[src/rtl/dot_accum_4bit.sv]
// Purpose  : accumulate up to LEN unsigned 8-bit products into one saturating dot-product result.
// Latency  : result valid the cycle after the closing product is accepted; one bubble per result.
// Backpres.: in_ready is low while a result is held; result held stable until out_ready.
//
// Ports:
//   clk, rst_n            rising-edge clock, synchronous active-low reset
//   in_valid/in_ready     product handshake; in_prod (8b) and in_last qualify with in_valid
//   out_valid/out_ready   result handshake; out_sum (ACC_W), out_cnt (CNT_W), out_ovf
module dot_accum_4bit #(
  parameter int ACC_W = 16,
  parameter int LEN   = 8
) (
  input  logic                         clk,
  input  logic                         rst_n,
  input  logic                         in_valid,
  output logic                         in_ready,
  input  logic [7:0]                   in_prod,
  input  logic                         in_last,
  output logic                         out_valid,
  input  logic                         out_ready,
  output logic [ACC_W-1:0]             out_sum,
  output logic [$clog2(LEN+1)-1:0]     out_cnt,
  output logic                         out_ovf
);

  localparam int CNT_W = $clog2(LEN + 1);

  localparam logic [0:0] S_ACC  = 1'b0;
  localparam logic [0:0] S_DONE = 1'b1;

  logic [0:0]       state_q, state_d;
  logic [ACC_W-1:0] acc_q, acc_d;
  logic [CNT_W-1:0] cnt_q, cnt_d;
  logic             ovf_q, ovf_d;
  logic             out_vld_q, out_vld_d;
  logic [ACC_W-1:0] out_sum_q, out_sum_d;
  logic [CNT_W-1:0] out_cnt_q, out_cnt_d;
  logic             out_ovf_q, out_ovf_d;

  // One extra bit so the carry out of the add shows an overflow directly.
  logic [ACC_W:0]   nsum;
  logic [ACC_W-1:0] sat;
  logic             ovf_n;
  logic [CNT_W-1:0] cnt_inc;
  logic             closing;
  logic             accept;

  assign in_ready = (state_q == S_ACC);
  assign accept   = in_valid & in_ready;

  assign nsum    = {1'b0, acc_q} + {{(ACC_W - 7){1'b0}}, in_prod};
  // Once saturated, acc sits at max, so any later add carries out again and stays clamped.
  assign sat     = nsum[ACC_W] ? {ACC_W{1'b1}} : nsum[ACC_W-1:0];
  assign ovf_n   = nsum[ACC_W] | ovf_q;
  assign cnt_inc = cnt_q + CNT_W'(1);
  assign closing = in_last | (cnt_q == CNT_W'(LEN - 1));

  always_comb begin
    state_d   = state_q;
    acc_d     = acc_q;
    cnt_d     = cnt_q;
    ovf_d     = ovf_q;
    out_vld_d = out_vld_q;
    out_sum_d = out_sum_q;
    out_cnt_d = out_cnt_q;
    out_ovf_d = out_ovf_q;
    case (state_q)
      S_ACC: begin
        if (accept) begin
          if (closing) begin
            out_sum_d = sat;
            out_cnt_d = cnt_inc;
            out_ovf_d = ovf_n;
            out_vld_d = 1'b1;
            acc_d     = '0;
            cnt_d     = '0;
            ovf_d     = 1'b0;
            state_d   = S_DONE;
          end else begin
            acc_d = sat;
            cnt_d = cnt_inc;
            ovf_d = ovf_n;
          end
        end
      end
      default: begin
        // Result fields stay put after the handshake; only the valid drops.
        if (out_vld_q && out_ready) begin
          out_vld_d = 1'b0;
          state_d   = S_ACC;
        end
      end
    endcase
  end

  always_ff @(posedge clk) begin
    if (!rst_n) begin
      state_q   <= S_ACC;
      acc_q     <= '0;
      cnt_q     <= '0;
      ovf_q     <= 1'b0;
      out_vld_q <= 1'b0;
      out_sum_q <= '0;
      out_cnt_q <= '0;
      out_ovf_q <= 1'b0;
    end else begin
      state_q   <= state_d;
      acc_q     <= acc_d;
      cnt_q     <= cnt_d;
      ovf_q     <= ovf_d;
      out_vld_q <= out_vld_d;
      out_sum_q <= out_sum_d;
      out_cnt_q <= out_cnt_d;
      out_ovf_q <= out_ovf_d;
    end
  end

  assign out_valid = out_vld_q;
  assign out_sum   = out_sum_q;
  assign out_cnt   = out_cnt_q;
  assign out_ovf   = out_ovf_q;

endmodule
[config.mk]
export PLATFORM = sky130hd
export DESIGN_NAME = dot_accum_4bit
export DESIGN_NICKNAME = d
export VERILOG_FILES = /design/src/rtl/dot_accum_4bit.sv
export SDC_FILE = /design/constraint.sdc
export NUM_CORES = 1
export LEC_CHECK = 0
export CORE_ASPECT_RATIO = 1.75
export CORE_MARGIN = 1.5
export CORE_UTILIZATION = 50
export DETAILED_ROUTE_END_ITERATION = 8
export HOLD_SLACK_MARGIN = 0.03
export PLACE_DENSITY = 0.75
export SYNTH_ARGS = -nofsm -noshare
export SYNTH_HDL_FRONTEND = slang
export SYNTH_SLANG_ARGS = --single-unit
[constraint.sdc]
create_clock -name clk -period 5.4 [get_ports clk]
set_input_delay 1.08 -clock clk [delete_from_list [all_inputs] [get_ports clk]]
set_output_delay 1.08 -clock clk [all_outputs]
set_load 0.01 [all_outputs]
==> metrics, run 1 <==
outcome=completed; slowest cell on the critical path=a21oi_2; Layout Nets=~330; Worst-Skew Late Latency=roughly 0.30 ns; WP buf/inv=1; die height=~94 µm; Vias=2117; skew final=0.00640 ns; most frequent cells in the layout=dfxtp_1 (44), clkdlybuf4s50_1 (35), nand2_1 (32); Netlist cell types=between 50 and 60; Worst Hold Class=reg -> reg; hold_buf cts=0; register bit total from synthesis=44; initial antenna violation count=0; n_diodes=0; core area=between 4000 and 5000 µm²; share of cells above drive strength 1=0.0868; Setup CP Type=in -> reg; number of setup buffers added after CTS=0; drt pass-1 iters=4; Die X=about 55 µm; setup repair after global routing missed its margin=false; Worst Setup Start Kind=input port; Worst R2R Path Depth=8; power density cells=between 200 and 250 nW/µm²; final setup fails=0; setup_tns=0 ns; Post-synth EDFFs=0; die area=5200 µm²; largest cells by area after synthesis=dfxtp_1 (37%), nand2_1 (5.0%), ha_1 (4.7%); FP Rows=33; cell family with most CP delay=compound AO/OA/AOI/OAI gates; post-cts gate resize count=0; Critical Path Sink Type=register; TritonCTS Buffers=5; first-pass GRT wire length=8.94 mm; fmax=around 290 MHz; Syn. warnings=0; critical path depth=9; Synth area leader=dfxtp_1; hold path depth=2; Leak=roughly 1.0 nW; ys async rst share=0; largest net degree at the start of global routing=21; total of max-cap violations=0; Inst Count DP=356; final non-filler cell total=around 360; Mean Syn Cell Area=around 8.4 µm²; Total Wirelength=5.64 mm; Cell Chain, Critical Path=clkdlybuf4s50_1 > ha_1 > fa_1 > a211oi_2 > o21ai_1 > a21oi_2 > nor2_4 > nor2_1 > a21oi_1; commonest non-fill, non-tap cell in the layout=dfxtp_1; max-slew violation count=0; Slew headroom=0.445; Clock Root Buffer=clkbuf_8; Initial Util=0.515; worst-margin pin slew=just over 0.8 ns; GP Congestion=approximately 0.87; Syn Inst Count=roughly 280; initial drt markers=42; Net Count, Synth=305; FF-to-FF setup slack=between 2 and 3 ns; minimum clock period=around 3.5 ns; # port buffers=35; Peak VDD IR=approximately 0.00018 V; DR DRC count=0; Max Root-Sink Buffers=2; post-synth top area share=0.370; main flop type after synthesis=dfxtp_1; Required @ worst endpoint=roughly 5.6 ns; crit path max fanout=16; crit path DAT=roughly 3.7 ns; GRT Total Usage=0.233; Final Core Density=0.612; sequential share of the synthesized area=0.370; vias in the first global route=approximately 2000; H-Tree Depth=2; Netlist Area Pre-Place=roughly 2400 µm²; CP max stage delay=between 0.5 and 0.6 ns; Sink Count=44; Avg WL per Cell=between 15 and 20 µm; # IOs=36; Fin. Hold Viols=0; CTS clock-pin slew for the worst setup and hold paths=0.08 ns; final worst-path cycle share=0.649; HPWL after DPL=just over 4 mm; Layout area overhead=18.7%; CTS tree=yes; grt ovf=0; vias per cell=between 5 and 6; Final ANT Viol Nets=0
per-stage QoR:
step	total power, W	worst slack, ns	hold WS, ns	cell area (µm²)
floorplan	0.000434	2.47	0.432	2380
global placement	0.000481	1.68	0.444	2730
detailed placement	0.000483	1.58	0.451	2730
CTS	0.000705	1.91	0.462	2830
global route	0.000730	1.72	0.476	2830
finish	0.000699	1.90	0.460	2830
routing by layer:
metal  wire (µm)  up-vias  global-route usage
met1        2290      998               0.261
li1            -     1068                   -
met4          95        0              0.0935
met3         211        8              0.0398
met5           0        -                   0
met2        3040       43               0.413
worst paths after layout:
path | end | from
worst max-delay path | out_sum[4] | in_prod[0]
worst min-delay path | acc_q[3] | acc_q[3]
worst max register to register | out_sum[4] | acc_q[0]
worst min register to register | acc_q[3] | acc_q[3]
flip-flops by register name (all words and copies together) (netlist names):
signal	flops
acc_q	16
out_ovf	1
out_valid	1
out_cnt	4
ovf_q	1
state_q	1
cnt_q	4
out_sum	16
synth_stat cells (3+ instances only):
cell and n:
and3_1 3, mux2i_1 4, and2_1 3, nor3_2 3, nor3_1 13, a31oi_1 8
inv_1 5, a21o_1 5, nand2_1 32, a21oi_1 17, nand3_1 6, nor2b_1 5
xor2_1 4, clkbuf_1 10, ha_1 9, o21ai_1 5, nor4_1 4, nor2_1 24
a21boi_0 8, dfxtp_1 44, o21ai_0 21, o211ai_1 4, xnor2_1 6, nor3b_2 3
power by group:
group / total [W] / internal, W / switching, W / leakage, nW
combinational: 0.000127 / 0.0000582 / 0.0000686 / 0.627
clock: 0.000223 / 0.000114 / 0.000109 / 0.0503
sequential: 0.000349 / 0.000340 / 0.00000925 / 0.359
total: 0.000699 / 0.000512 / 0.000187 / 1.04
tightest hold or removal path, delay by kind of cell, from the launching register on:
family           cells  cell delay, ns
AND/OR/NAND/NOR      1            0.05
flip-flops           1            0.32
AO/OA/AOI/OAI        1            0.05
layout make-up:
type,count,area [µm²]
clock buffers,7,96.3
fillers,433,1800
inverters,5,18.8
multi-input cells,218,1400
flip-flops and latches,44,881
well taps,52,65.1
repair buffers,37,365
logic make-up after synthesis:
family	after synthesis	synth area share
AO/OA/AOI/OAI	84	0.228
XOR/XNOR	10	0.0368
adder cells (fa/ha/maj)	10	0.0557
buffers and inverters	20	0.0415
flip-flops	44	0.370
multiplexers	4	0.0168
AND/OR/NAND/NOR	110	0.251
(Power assumes the default switching activity.)
==> run 2: changes to the inputs <==
--- a/config.mk
+++ b/config.mk
@@ -7,10 +7,10 @@
 export LEC_CHECK = 0
 export CORE_ASPECT_RATIO = 1.75
 export CORE_MARGIN = 1.5
-export CORE_UTILIZATION = 50
+export CORE_UTILIZATION = 49
 export DETAILED_ROUTE_END_ITERATION = 8
 export HOLD_SLACK_MARGIN = 0.03
-export PLACE_DENSITY = 0.75
+export PLACE_DENSITY = 0.76
 export SYNTH_ARGS = -nofsm -noshare
 export SYNTH_HDL_FRONTEND = slang
 export SYNTH_SLANG_ARGS = --single-unit
==> constraint.sdc (replaced) <==
create_clock -name clk -period 2.9 [get_ports clk]
set_input_delay 0.58 -clock clk [delete_from_list [all_inputs] [get_ports clk]]
set_output_delay 0.58 -clock clk [all_outputs]
set_load 0.01 [all_outputs]
==> run 2 against run 1 <==
Effect of this change:
- count of clock-buffer cells in the layout shrank 2
- via count is 2.9% higher
- die area increased by 2.0%
- power is 98% higher
- sequential cell count is the same
- global-route usage shrank 0.38 points
- non-clock buffer count up 10
- clock skew fell by 0.00064 ns
- hold slack better by 0.012 ns
- worst setup slack got worse by 1.6 ns
- highest routed layer unchanged
==> metrics, run 2 (synthesized netlist as in run 1, its figures left out) <==
number of setup buffers added after CTS=0 (unchanged); skew final=0.00576 ns (-0.000636 ns); FP Rows=33 (unchanged); Internal=0.00101 W (+97%); Vias=2178 (+2.9%); final worst slack=0.340 ns (-1.56 ns); Worst R2R Path Depth=10 (+2); Max Root-Sink Buffers=2 (unchanged); crit path DAT=2.76 ns (-0.90 ns); H-Tree Depth=2 (unchanged); Initial Util=0.511 (-0.00456); clock power share=0.350 (+0.031); post-cts gate resize count=0 (unchanged); Flop pwr share=0.469 (-0.030); minimum clock period=between 2 and 3 ns; GP Congestion=0.859 (-0.87%); Worst-Skew Late Latency=0.31 ns (about the same); die height=95.2 µm (+0.99%); initial antenna violation count=0 (unchanged); Worst Setup Start Kind=input port; Fin. Hold Viols=0 (unchanged); final worst-path cycle share=0.883; final setup fails=0 (unchanged); HPWL after DPL=4.16 mm (+2.4%); CTS clock-pin slew for the worst setup and hold paths=0.08 ns (about the same); switching power total=0.000378 W (+100%); grt ovf=0 (unchanged); first-pass GRT wire length=9.61 mm (+7.5%); FF-to-FF End=acc_q[8]; crit path max fanout=10 (-6); largest net degree at the start of global routing=20 (-4.8%); Total Wirelength=5.76 mm (+2.1%); Setup CP Type=in -> reg; setup_tns=0 ns (unchanged); GRT Total Usage=0.229 (-0.00379); Comb power frac=0.181 (about the same); vias per cell=5.82 (-0.14%); vias in the first global route=2081 (+4.8%); Peak VDD IR=0.000410 V (+120%); initial drt markers=61 (+45%); Required @ worst endpoint=3.10 ns (-2.45 ns); Avg WL per Cell=15.4 µm (-0.93%); start point of the worst min-delay path=out_cnt[1]; worst r2r src=acc_q[0]; most frequent cells in the layout=dfxtp_1 (44), clkdlybuf4s50_1 (35), nand2_1 (32); Critical Path Sink Type=register; worst-margin pin slew=0.544 ns (-0.286 ns); FF-to-FF setup slack=0.73 ns (-2.06 ns); Clock Root Buffer=clkbuf_8; total of max-cap violations=0 (unchanged); CTS tree=yes; hold_buf cts=0 (unchanged); DR DRC count=0 (unchanged); share of cells above drive strength 1=0.118 (+0.0312); drt pass-1 iters=4 (unchanged); die area=5310 µm² (+2.0%); Die X=55.7 µm (+0.96%); Layout area overhead=23.1%; Layout Nets=344 (+3.0%); max-slew violation count=0 (unchanged); commonest non-fill, non-tap cell in the layout=dfxtp_1; # port buffers=35 (unchanged); Setup WS pre-CTS=0.0327 ns (-1.55 ns); Final ANT Viol Nets=0 (unchanged); core area=4670 µm² (+0.89%); Worst Hold Class=reg -> reg; switch share=0.272 (+0.00465); power density cells=473 nW/µm² (+92%); Leak=1.09 nW (+5.6%); TritonCTS Buffers=5 (unchanged); Slew headroom=0.636 (+0.192); hold_ws=0.473 ns (+0.0124 ns); outcome=completed; # IOs=36 (unchanged); n_diodes=0 (unchanged); Worst Hold End=out_cnt[1]; setup repair after global routing missed its margin=false; hold path depth=2 (unchanged); Sink Count=44 (unchanged); fmax=around 400 MHz
[run 2: cell count changes in the layout (fill, tap and decap cells not counted)]
cell | previous run | this run
buf_4 | 2 | 11
clkbuf_8 | 7 | 5
bufinv_16 | 0 | 1
buf_12 | 0 | 1
clkinv_2 | 0 | 1
clkinvlp_4 | 0 | 1
[run 2: stage by stage]
stage          instances  utilization  total power (W)  area [µm²]
2_1_floorplan        282            -         0.000809        2380
6_report             374        0.628          0.00139        2930
3_5_place_dp         366        0.604         0.000915        2820
4_1_cts              374        0.628          0.00138        2930
5_1_grt              374        0.628          0.00144        2930
3_3_place_gp         366        0.604         0.000911        2820
[run 2: area by class of cell]
cell class | count | area (µm²)
inverter | 5 | 18.8
timing repair buffer | 47 | 453
multi-input combinational | 218 | 1400
clock buffer | 5 | 68.8
fill | 425 | 1730
sequential | 44 | 881
clock inverter | 3 | 42.5
tap | 52 | 65.1
[run 2: how the worst max path moves through the flow]
stage               startpoint        end
floorplan           in_prod[0]  acc_q[10]
global placement    in_prod[0]   acc_q[8]
detailed placement  in_prod[0]   acc_q[8]
CTS                 in_prod[0]  acc_q[10]
global route        in_prod[0]   acc_q[8]
finish              in_prod[0]   acc_q[8]
[run 2: per-layer routing]
metal | share of wire | track usage | vias up
met1 | 0.41 | 0.249 | 1036
li1 | - | - | 1086
met5 | 0 | 0 | -
met2 | 0.53 | 0.433 | 42
met4 | 0.033 | 0.102 | 0
met3 | 0.031 | 0.0353 | 14
[run 2: power groups by stage]
stage | Sequential [W] | Clock (W) | Combinational (W)
after global placement | 0.000663 | 0 | 0.000248
final | 0.000650 | 0.000485 | 0.000252
after detailed placement | 0.000665 | 0 | 0.000251
after floorplan | 0.000670 | 0 | 0.000139
after CTS | 0.000651 | 0.000482 | 0.000252
after global routing | 0.000655 | 0.000506 | 0.000275
[run 2: worst max-delay path, cell delays in order]
cell and delay [ns]:
clkdlybuf4s50_1 0.41, ha_1 0.23, fa_1 0.41, a211oi_2 0.27
o21ai_1 0.13, a21oi_2 0.13, buf_4 0.17, buf_12 0.13
nor2_1 0.05, o21ai_0 0.18, a21oi_1 0.06
==> run 3: changes to the inputs <==
--- a/config.mk
+++ b/config.mk
@@ -14,3 +14,4 @@
 export SYNTH_ARGS = -nofsm -noshare
 export SYNTH_HDL_FRONTEND = slang
 export SYNTH_SLANG_ARGS = --single-unit
+export TNS_END_PERCENT = 5
==> results of run 3 <==
Same layout as run 2: the final DEF is identical, and so are final timing and power.
